### src/rtl/ethernet_rx_bus_upsizer.sv
// ethernet_rx_bus_upsizer: packs a 32-bit EthernetRxBus into OUT_BYTES-wide words,
// forwarding frame control and counting committed/dropped frames.
module ethernet_rx_bus_upsizer #(
    parameter int OUT_BYTES = 8,
    localparam int BV_BITS = $clog2(OUT_BYTES) + 1,
    localparam int W = OUT_BYTES * 8
) (
    input  logic               clk,
    input  logic               rst_n,
    input  logic               in_start,
    input  logic               in_data_valid,
    input  logic               in_commit,
    input  logic               in_drop,
    input  logic [2:0]         in_bytes_valid,
    input  logic [31:0]        in_data,
    output logic               out_start,
    output logic               out_data_valid,
    output logic               out_commit,
    output logic               out_drop,
    output logic [BV_BITS-1:0] out_bytes_valid,
    output logic [W-1:0]       out_data,
    output logic [31:0]        frames_committed,
    output logic [31:0]        frames_dropped
);
    localparam logic [1:0] IDLE   = 2'd0;
    localparam logic [1:0] ACTIVE = 2'd1;
    localparam logic [1:0] DONE   = 2'd2;
    localparam logic [1:0] FLUSH  = 2'd3;

    logic [1:0]         state_q, state_d;
    logic [W-1:0]       buf_q, buf_d;
    logic [BV_BITS-1:0] cnt_q, cnt_d;
    logic               start_q, start_d, dv_q, dv_d, commit_q, commit_d, drop_q, drop_d;
    logic [BV_BITS-1:0] bv_q, bv_d;
    logic [W-1:0]       data_q, data_d;
    logic [31:0]        fc_q, fc_d, fd_q, fd_d;

    logic [2:0]         bv_eff;
    logic [31:0]        word_m;
    logic [W-1:0]       nb;
    logic [BV_BITS-1:0] nc;
    logic               take, last, emit;

    // Bytes past in_bytes_valid are masked so unused output bytes stay zero.
    assign bv_eff = (in_bytes_valid > 3'd4) ? 3'd4 : in_bytes_valid;
    assign word_m = in_data & (bv_eff == 3'd4 ? 32'hFFFF_FFFF :
                               bv_eff == 3'd3 ? 32'hFFFF_FF00 :
                               bv_eff == 3'd2 ? 32'hFFFF_0000 :
                               bv_eff == 3'd1 ? 32'hFF00_0000 : 32'h0);
    assign take = (state_q == ACTIVE) && in_data_valid;
    assign nb   = take ? (buf_q | ({word_m, {(W-32){1'b0}}} >> {cnt_q, 3'b000})) : buf_q;
    assign nc   = take ? cnt_q + BV_BITS'(bv_eff) : cnt_q;
    assign last = take && (bv_eff != 3'd4);
    assign emit = (nc == BV_BITS'(OUT_BYTES)) || last || (in_commit && nc != '0);

    always_comb begin
        state_d  = state_q;
        buf_d    = buf_q;
        cnt_d    = cnt_q;
        start_d  = 1'b0;
        dv_d     = 1'b0;
        commit_d = 1'b0;
        drop_d   = 1'b0;
        bv_d     = '0;
        data_d   = '0;
        fc_d     = fc_q;
        fd_d     = fd_q;
        if (state_q == IDLE) begin
            if (in_start) begin
                start_d = 1'b1;
                buf_d   = '0;
                cnt_d   = '0;
                state_d = ACTIVE;
            end
        end else if (state_q == FLUSH) begin
            commit_d = 1'b1;
            fc_d     = fc_q + 32'd1;
            state_d  = IDLE;
        end else if (in_drop || in_start) begin
            drop_d  = 1'b1;
            fd_d    = fd_q + 32'd1;
            buf_d   = '0;
            cnt_d   = '0;
            state_d = IDLE;
        end else begin
            buf_d = emit ? '0 : nb;
            cnt_d = emit ? '0 : nc;
            dv_d  = emit;
            bv_d  = emit ? nc : '0;
            data_d = emit ? nb : '0;
            if (last) state_d = DONE;
            // A commit that also emits data is deferred a cycle so the two pulses never overlap.
            if (in_commit) begin
                state_d  = emit ? FLUSH : IDLE;
                commit_d = !emit;
                fc_d     = emit ? fc_q : fc_q + 32'd1;
            end
        end
    end

    always_ff @(posedge clk or negedge rst_n) begin
        if (!rst_n) begin
            state_q  <= IDLE;
            buf_q    <= '0;
            cnt_q    <= '0;
            start_q  <= 1'b0;
            dv_q     <= 1'b0;
            commit_q <= 1'b0;
            drop_q   <= 1'b0;
            bv_q     <= '0;
            data_q   <= '0;
            fc_q     <= '0;
            fd_q     <= '0;
        end else begin
            state_q  <= state_d;
            buf_q    <= buf_d;
            cnt_q    <= cnt_d;
            start_q  <= start_d;
            dv_q     <= dv_d;
            commit_q <= commit_d;
            drop_q   <= drop_d;
            bv_q     <= bv_d;
            data_q   <= data_d;
            fc_q     <= fc_d;
            fd_q     <= fd_d;
        end
    end

    assign out_start        = start_q;
    assign out_data_valid   = dv_q;
    assign out_commit       = commit_q;
    assign out_drop         = drop_q;
    assign out_bytes_valid  = bv_q;
    assign out_data         = data_q;
    assign frames_committed = fc_q;
    assign frames_dropped   = fd_q;
endmodule

### config.mk
export PLATFORM = sky130hd
export DESIGN_NAME = ethernet_rx_bus_upsizer
export DESIGN_NICKNAME = d
export VERILOG_FILES = /design/src/rtl/ethernet_rx_bus_upsizer.sv
export SDC_FILE = /design/constraint.sdc
export NUM_CORES = 1
export LEC_CHECK = 0
export ABC_AREA = 1
export CORE_MARGIN = 3
export CORE_UTILIZATION = 58
export CTS_CLUSTER_SIZE = 8
export DETAILED_ROUTE_END_ITERATION = 8
export MAX_ROUTING_LAYER = met4
export PLACE_DENSITY = 0.86
export SYNTH_ARGS = -nofsm -noshare
export SYNTH_HDL_FRONTEND = slang
export SYNTH_SLANG_ARGS = --single-unit
### constraint.sdc
create_clock -name clk -period 5.7 [get_ports clk]
set_input_delay 1.14 -clock clk [delete_from_list [all_inputs] [get_ports clk]]
set_output_delay 1.14 -clock clk [all_outputs]
set_load 0.01 [all_outputs]
Word-level counts from Yosys, hierarchy flattened
Cells that the tools add are included.
{"block": "word_totals", "wordCells": 95, "regBits": 206}
{"block": "op_classes", "mux": 48, "n_addsub": 3, "n_bitwise": 4, "n_lt_le_gt_ge": 1, "n_reduce_logical": 15, "eq_ne": 12, "n_shift": 1}
{"cell": "64-bit two-way mux", "count": 10}
{"cell": "32-bit two-way mux", "count": 8}
{"cell": "32-bit by 1-bit adder with 32-bit output (second input constant)", "count": 2}
{"cell": "64-bit bitwise OR", "count": 1}
{"cell": "64-bit by 7-bit right shift with 64-bit output", "count": 1}
{"cell": "4-bit two-way mux", "count": 10}
{"cell": "32-bit bitwise AND", "count": 1}
{"cell": "2-bit two-way mux", "count": 7}
{"cell": "1-bit two-way mux", "count": 12}
{"cell": "3-bit by 2-bit equality test with 1-bit output (second input constant)", "count": 2}
{"cell": "2-bit inequality test (second input constant)", "count": 3}
{"cell": "5-bit nonzero test", "count": 1}
{"cell": "4-bit by 3-bit adder with 4-bit output", "count": 1}
{"cell": "4-bit equality test (second input constant)", "count": 1}
{"cell": "2-bit AND reduction", "count": 2}
{"cell": "4-bit AND reduction", "count": 1}
{"cell": "4-bit nonzero test", "count": 1}
{"cell": "3-bit by 1-bit equality test with 1-bit output (second input constant)", "count": 1}
{"cell": "3-bit equality test (second input constant)", "count": 1}
{"cell": "3-bit > comparator (second input constant)", "count": 1}
{"cell": "1-bit logical AND", "count": 3}
{"cell": "1-bit logical OR", "count": 3}
{"cell": "3-bit two-way mux", "count": 1}
{"cell": "3-bit inequality test (second input constant)", "count": 1}
{"cell": "8 further kinds", "count": 9}

Depth between registers and ports, before layout
Gate-level depths: netlist of the first run.
{"block": "logic_depth", "word_depth": 15, "ltp_mapped": 19, "depth_no_buf": 15}

Worst setup path after synthesis of the first run
Ideal clock, no wire load.
{"block": "synth_path", "path_kind": "input-to-reg", "from": "input port in_bytes_valid[2]", "to": "register fc_q[26] (netlist: frames_committed[26])", "t_required_ns": 5.583, "slack_ns": 2.431, "t_arrival_ns": 3.151, "path_stages": 17, "cell_sequence": "clkbuf_1 nor3_1 fa_1 inv_1 nand3_1 nand2_1 nand3_1 nor2_1 nor2_1 nor2_1 nand2_2 buf_6 nand2_4 nand3_4 buf_2 nand2_1 nand2_1"}
{"block": "synth_between", "elab_chain_cells": 9}
{"element": "from (decl)", "line_no": "14", "source": "input logic [2:0] in_bytes_valid,"}
{"element": "3-bit > comparator", "line_no": "45", "source": "assign bv_eff = (in_bytes_valid > 3'd4) ? 3'd4 : in_bytes_valid;"}
{"element": "3-bit two-way mux (*)", "line_no": "45"}
{"element": "4-bit by 3-bit adder with 4-bit output", "line_no": "52", "source": "assign nc = take ? cnt_q + BV_BITS'(bv_eff) : cnt_q;"}
{"element": "4-bit two-way mux", "line_no": "52"}
{"element": "4-bit equality test or 4-bit nonzero test (tied branches)", "line_no": "54", "source": "assign emit = (nc == BV_BITS'(OUT_BYTES)) || last || (in_commit && nc != '0);"}
{"element": "1-bit logical OR or 1-bit logical AND (tied branches)", "line_no": "54"}
{"element": "1-bit logical OR (*)", "line_no": "54"}
{"element": "2-bit by 1-bit inequality test with 1-bit output (no line) (*)"}
{"element": "4-bit AND reduction (no line) (*)"}
{"element": "to (signal assigned)", "line_no": "112", "source": "fc_q <= '0;"}
{"element": "to (signal assigned)", "line_no": "124", "source": "fc_q <= fc_d;"}
{"element": "to (decl)", "line_no": "36", "source": "logic [31:0] fc_q, fc_d, fd_q, fd_d;"}
Every way passes the cells marked *; elsewhere a longest branch is shown, timed or not.
A chain may end at the register's enable or synchronous reset.

Worst setup path after layout of the first run
{"block": "layout_path", "from": "input port in_bytes_valid[2]", "to": "register buf_q[30]"}
{"block": "layout_between", "elab_chain_cells": 15}
{"element": "3-bit > comparator", "line_no": "45"}
{"element": "3-bit two-way mux (*)", "line_no": "45"}
{"element": "3-bit by 1-bit equality test with 1-bit output", "line_no": "49", "source": "bv_eff == 3'd1 ? 32'hFF00_0000 : 32'h0);"}
{"element": "32-bit two-way mux", "line_no": "49"}
{"element": "32-bit two-way mux", "line_no": "48", "source": "bv_eff == 3'd2 ? 32'hFFFF_0000 :"}
{"element": "32-bit two-way mux", "line_no": "47", "source": "bv_eff == 3'd3 ? 32'hFFFF_FF00 :"}
{"element": "32-bit two-way mux", "line_no": "46", "source": "assign word_m = in_data & (bv_eff == 3'd4 ? 32'hFFFF_FFFF :"}
{"element": "32-bit bitwise AND", "line_no": "46"}
{"element": "64-bit by 7-bit right shift with 64-bit output", "line_no": "51", "source": "assign nb = take ? (buf_q | ({word_m, {(W-32){1'b0}}} >> {cnt_q, 3'b000})) : buf_q;"}
{"element": "64-bit bitwise OR", "line_no": "51"}
{"element": "64-bit two-way mux", "line_no": "51"}
{"element": "64-bit two-way mux (*)", "line_no": "86", "source": "buf_d = emit ? '0 : nb;"}
{"element": "64-bit two-way mux (*)", "line_no": "79", "source": "end else if (in_drop || in_start) begin"}
{"element": "64-bit two-way mux (*)", "line_no": "75", "source": "end else if (state_q == FLUSH) begin"}
{"element": "64-bit two-way mux (*)", "line_no": "68", "source": "if (state_q == IDLE) begin"}
{"element": "to (signal assigned)", "line_no": "116", "source": "buf_q <= buf_d;"}
{"element": "to (decl)", "line_no": "31", "source": "logic [W-1:0] buf_q, buf_d;"}
Every way passes the cells marked *; elsewhere a longest branch is shown, timed or not. The select of a mux whose other input is x is not followed.

==> results of run 1 <==
==> cell type report <==
cell class | count | area share
inverter | 114 | 0.03314
timing repair buffer | 188 | 0.1437
tap | 225 | 0.02180
multi-input combinational | 896 | 0.3447
clock buffer | 31 | 0.05678
clock inverter | 1 | 0.0006783
sequential | 206 | 0.3992
==> power breakdown <==
part           leakage, nW  switching, W  internal (W)
sequential            2.83     0.0000769       0.00153
clock                0.364      0.000589      0.000888
combinational         2.60      0.000668      0.000281
total                 5.80       0.00133       0.00270
==> stage by stage <==
stage | std cells | setup WS (ps)
5_1_grt | 1661 | 1140
6_report | 1661 | 1422
3_3_place_gp | 1629 | 1061
3_5_place_dp | 1629 | 976.3
4_1_cts | 1661 | 1508
2_1_floorplan | 1274 | 2431
==> cells in the mapped netlist <==
cell        n  area share
nand2_1   337        0.12
dfrtp_1   206        0.50
nor2_1    137       0.050
inv_1     109       0.040
a21oi_1    68       0.033
nand3_1    64       0.031
o21ai_0    56       0.027
nand4_1    53       0.032
xor2_1     37       0.031
nor3_1     31       0.015
clkbuf_1   29       0.011
buf_2      22       0.011
xnor2_1    21       0.018
o21bai_1   20       0.015
o22ai_1    14      0.0085
a31o_2      7      0.0060
ha_1        7      0.0085
o21ai_1     7      0.0034
mux2i_1     6      0.0058
a31oi_1     4      0.0024
nand3b_1    4      0.0029
buf_1       3      0.0011
buf_4       3      0.0022
inv_2       3      0.0011
nand2_2     3      0.0018
a211oi_1    2      0.0015
and2_1      2      0.0012
clkinv_1    2     0.00073
nor2_2      2      0.0012
nor4_1      2      0.0012
o21a_1      2      0.0015
or2_2       2      0.0012
and3_1      1     0.00061
buf_6       1      0.0011
fa_1        1      0.0019
nand2_4     1      0.0011
nand3_2     1     0.00097
nand3_4     1      0.0017
nor2_4      1      0.0011
nor3_2      1     0.00097
o211ai_1    1     0.00073
==> cells by family after synthesis <==
logic type / synth area share
multiplexers: 0.005836
AND/OR/NAND/NOR: 0.2674
buffers and inverters: 0.06723
AO/OA/AOI/OAI: 0.09884
XOR/XNOR: 0.04936
adder cells (fa/ha/maj): 0.01046
flip-flops: 0.5009
==> metal layers <==
metal | track usage | share of wire
met3 | 0.04690 | 0.087
met1 | 0.4511 | 0.42
met2 | 0.4981 | 0.47
met4 | 0.08136 | 0.025
met5 | - | 0
==> state kept, by name (all words and copies together) (netlist names) <==
name              cells
frames_dropped       32
out_bytes_valid       4
out_data             64
out_start             1
out_drop              1
buf_q                64
state_q               2
cnt_q                 4
out_commit            1
frames_committed     32
out_data_valid        1
==> cells in the final DEF, fill, tap and decap left out, drive strengths merged, types with 2 or more instances in the layout <==
cell type,n
xor2,37
a211oi,2
clkinv,2
o21bai,20
or2,2
nor3,32
nand3b,4
nor2,140
buf,12
o22ai,14
inv,113
o21ai,63
nand2,341
nand4,53
a31o,7
ha,7
xnor2,21
clkbuf,32
dfrtp,206
a31oi,4
o21a,2
mux2i,6
a21oi,68
and2,2
nand3,66
nor4,2
clkdlybuf4s50,175
==> worst min path at each step <==
stage                                     end                           start  slack (ps)
2_1_floorplan           buf_q[61]$_DFFE_PN0P_           buf_q[61]$_DFFE_PN0P_         450
3_3_place_gp   frames_dropped[31]$_DFFE_PN0P_  frames_dropped[31]$_DFFE_PN0P_         460
3_5_place_dp            buf_q[19]$_DFFE_PN0P_           buf_q[19]$_DFFE_PN0P_         470
4_1_cts        frames_dropped[31]$_DFFE_PN0P_  frames_dropped[31]$_DFFE_PN0P_         480
5_1_grt                  buf_q[9]$_DFFE_PN0P_            buf_q[9]$_DFFE_PN0P_         500
6_report       frames_dropped[31]$_DFFE_PN0P_  frames_dropped[31]$_DFFE_PN0P_         480
==> worst max-delay path: stages <==
cell and delay [ps]:
clkdlybuf4s50_1 700, nor3_1 360, fa_1 460, inv_1 70
nand3_1 70, nand2_1 70, nand3_1 80, nor2_1 150
nand3_1 120, nand2_2 380, nor2_4 120, inv_2 640
a21oi_1 200
==> reports/qor.txt, run 1 <==
Status = finished, final reports clean
Yosys warnings = 0
Die width = 139.2 µm
Post-CTS Setup Repair Bufs = 0
CTS H-tree lvls = 1
CP Class = in -> reg
VDD IR-drop max = 0.2714 mV
DP Area = 12170 µm²
Clock net sink count = 206
Worst Setup SP = in_bytes_valid[2]
CTS tree = done
Worst hold path depth = 1
Setup TNS = 0 ps
Initial Util = 0.5929
Final number of setup-violating endpoints = 0
Tcrit/Tclk final = 0.7506
Vias in the first global route = 9310
Antenna viol nets, final = 0
CTS max path bufs = 3
Row count = 48
Post-synthesis register bit count = 206
Finished layout cell area = 12910 µm²
GP Congestion = 0.9465
Worst reg2reg path depth = 11
Core Util, Final = 0.7439
Seq/Total Area, Yosys = 0.5009
Fill cells = 1297
Congestion Overflow GR = 0
Drt pass-1 iters = 6
GRT Total Usage = 0.3208
Later-pin clock latency in the skew report = 550 ps
CTS Buf Count = 29
Drt drc = 0
Syn Area/Cell = 8.078 µm²
Post-synth cell types = 41
Syn Inst Count = 1274
Power, Total = 0.004033 W
Start of the worst register-to-register path = cnt_q[1]$_DFFE_PN0P_
WL final = 30280 µm
Flop2flop setup slack = 1960 ps
Cell area after synthesis = 10290 µm²
Die area = 19380 µm²
Port bufs = 176
Ant diodes = 0
Largest net degree at the start of global routing = 100
Root buffer cell = clkbuf_16
Via count = 9619
Cts-stage hold buffer count = 0
Die height = 139.2 µm
Max-Cap Viols = 0
Final hold slack = 477.0 ps
Ratio of total power to cell area = 312.3 nW/µm²
Max Freq = 233.7 MHz
Slew headroom = 0.2038
Reg2reg end = buf_q[30]$_DFFE_PN0P_
Slew at the pin with the worst max-slew slack = 1191 ps
First-pass GRT wire length = 49180 µm
Critical Path RT = 6050 ps
Layout net count = 1484
Leakage = 5.799 nW
CP arrival = 4630 ps
Startpoint types = input port
Core Footprint = 17360 µm²
Crit end category = register
Critical Path Sink = buf_q[30]$_DFFE_PN0P_
Area of the multi-input gates = 4451 µm²
Fin. Hold Viols = 0
Syn nets = 1323
Cts repair resizes = 0
Hold Crit Class = reg -> reg
I/O pin total = 177
Number of antenna violations at the first check in global routing = 0
Max Clock Skew = 23.36 ps
Hpwl dp = 20300 µm
Share of cells above drive strength 1 = 0.04666
DR vias/cell = 5.791
DR iter-0 viols = 1072
FF/Latch Area = 5155 µm²
Clock Pin Slew Worst Setup and Hold Paths = 50 ps
Critical Path Fanout Max = 46
Area growth syn-to-layout = 25.47%
Final min period = 4278 ps
Slew Limit Fails = 0
RSZ-0062 raised after global routing = false
Drt wl/cell = 18.23 µm
Note: power is estimated with default switching activity, not from simulation.
==> inputs of run 2 (changes only) <==
Settings changed: CORE_UTILIZATION 58 to 48, PLACE_DENSITY 0.86 to 0.76.
Clock period 5.7 ns to 3.6 ns, I/O delays scaled along.
==> reports/qor.txt, run 2 (synthesis results as in run 1) <==
Critical Path Fanout Max = 33 (-28%)
Max Freq = 321.8 MHz
Leakage = 5.940 nW (+2.4%)
GP Congestion = 0.9520 (+0.58%)
Setup ws final = 492.3 ps (-929.3 ps)
Startpoint types = input port
Drt drc = 0 (unchanged)
CP Class = in -> reg
Number of antenna violations at the first check in global routing = 0 (unchanged)
Ratio of total power to cell area = 495.5 nW/µm² (+59%)
Post-CTS Setup Repair Bufs = 0 (unchanged)
DR iter-0 viols = 923 (-14%)
Slew at the pin with the worst max-slew slack = 684.0 ps (-507.5 ps)
Later-pin clock latency in the skew report = 540 ps (about the same)
Slew headroom = 0.5413 (+0.3375)
Placed cells = 1692 (+3.9%)
Layout net count = 1503 (+1.3%)
Tcrit/Tclk final = 0.8633
Final min period = 3108 ps
Cts repair resizes = 0 (unchanged)
Slew Limit Fails = 0 (unchanged)
Max Clock Skew = 12.80 ps (-10.57 ps)
Die height = 152.4 µm (+9.5%)
Fill cells = 1696 (+31%)
Crit end category = register
Largest net degree at the start of global routing = 82 (-18%)
Vias in the first global route = 9172 (-1.5%)
Max-Cap Viols = 0 (unchanged)
Hpwl dp = 20940 µm (+3.2%)
Antenna viol nets, final = 0 (unchanged)
Drt pass-1 iters = 5 (-1)
Ant diodes = 0 (unchanged)
Congestion Overflow GR = 0 (unchanged)
RSZ-0062 raised after global routing = false
CTS Buf Count = 30 (+3.4%)
Clock Pin Slew Worst Setup and Hold Paths = 50 ps (about the same)
Start of the worst register-to-register path = cnt_q[2]$_DFFE_PN0P_
Most common cell after layout, fill and taps aside = nand2_1
Area growth syn-to-layout = 28.52%
Status = finished, final reports clean
CP arrival = 3530 ps (-1100 ps)
I/O pin total = 177 (unchanged)
Cts-stage hold buffer count = 0 (unchanged)
Hold Crit Class = in -> async
Via count = 9389 (-2.4%)
Setup TNS = 0 ps (unchanged)
GRT Total Usage = 0.2614 (-0.05931)
Final std cells w/o fill = 1727 (+4.0%)
Clock net sink count = 206 (unchanged)
Drt wl/cell = 17.39 µm (-4.6%)
VDD IR-drop max = 0.3771 mV (+39%)
DP Worst Slack = 28.70 ps (-947.6 ps)
Root buffer cell = clkbuf_16
CTS max path bufs = 3 (unchanged)
DR vias/cell = 5.437 (-6.1%)
CTS H-tree lvls = 1 (unchanged)
First-pass GRT wire length = 48840 µm (-0.69%)
CTS tree = done
Row count = 52 (+8.3%)
WL final = 30030 µm (-0.80%)
Core Footprint = 20620 µm² (+19%)
Port bufs = 176 (unchanged)
Fin. Hold Viols = 0 (unchanged)
Power, Total = 0.006554 W (+63%)
Initial Util = 0.4990 (-0.09395)
Worst Setup SP = in_bytes_valid[0]
Die width = 152.4 µm (+9.5%)
Die area = 23230 µm² (+20%)
Critical Path RT = 4020 ps (-2030 ps)
Most frequent cells in the layout = 337 x nand2_1, 206 x dfrtp_1, 175 x clkdlybuf4s50_1
Final number of setup-violating endpoints = 0 (unchanged)
Share of cells above drive strength 1 = 0.06040 (+0.01374)
==> run 2: changes by cell type in the layout (fill, tap and decap cells not counted), sizes merged <==
cell / delta
clkinv: +2
clkbuf: +2
inv: -1
buf: +18
==> run 2: area by class of cell <==
cell class                 instances  area, µm²  area share
inverter                         114      427.9     0.03235
tap                              270      337.8     0.02554
multi-input combinational        896       4456      0.3369
sequential                       206       5155      0.3897
timing repair buffer             206       2053      0.1552
clock inverter                     2      25.02    0.001892
clock buffer                      33      772.0     0.05837
==> run 2: stage by stage <==
stage | hold slack, ps | instance area [µm²] | utilization
5_1_grt | 182.3 | 13230 | 0.6413
6_report | 158.8 | 13230 | 0.6413
4_1_cts | 158.5 | 13230 | 0.6413
3_5_place_dp | 466.6 | 12430 | 0.6026
2_1_floorplan | 424.4 | 10290 | -
3_3_place_gp | 464.8 | 12430 | 0.6026
==> run 2: worst paths after layout <==
check,end,slack [ps],cells after the start
max,frames_committed[9]$_DFFE_PN0P_,490,16
min,out_data[25]$_DFF_PN0_,160,1
max reg2reg,frames_committed[9]$_DFFE_PN0P_,970,13
min reg2reg,frames_dropped[31]$_DFFE_PN0P_,480,1
max in group asynchronous,out_drop$_DFF_PN0_,2540,2
min in group clk,frames_dropped[31]$_DFFE_PN0P_,480,1
==> run 2: power by group <==
part	internal [W]	total (W)	leakage, nW	switching (W)
combinational	0.000509	0.00159	2.72	0.00108
clock	0.00148	0.00243	0.390	0.000949
sequential	0.00242	0.00253	2.83	0.000107
total	0.00442	0.00655	5.94	0.00214
==> run 2: worst max-delay path: stages <==
cell and delay (ps):
clkdlybuf4s50_1 570, inv_1 110, nor3_1 230, fa_1 450, inv_1 70, nand3_1 80, nand2_1 80, nand3_1 70
nor2_1 150, nor2_1 60, nor2_1 110, nand2_2 130, nand2_4 110, nand3_4 310, nand2_1 200, nand2_1 60
==> run 2: metal layers <==
| metal | global-route usage | vias up | wire (µm) |
|---|---|---|---|
| met3 | 0.04175 | 59 | 2147 |
| li1 | - | 4507 | - |
| met4 | 0.06322 | 0 | 732 |
| met2 | 0.4153 | 404 | 14010 |
| met1 | 0.3567 | 4419 | 13140 |
| met5 | - | - | 0 |
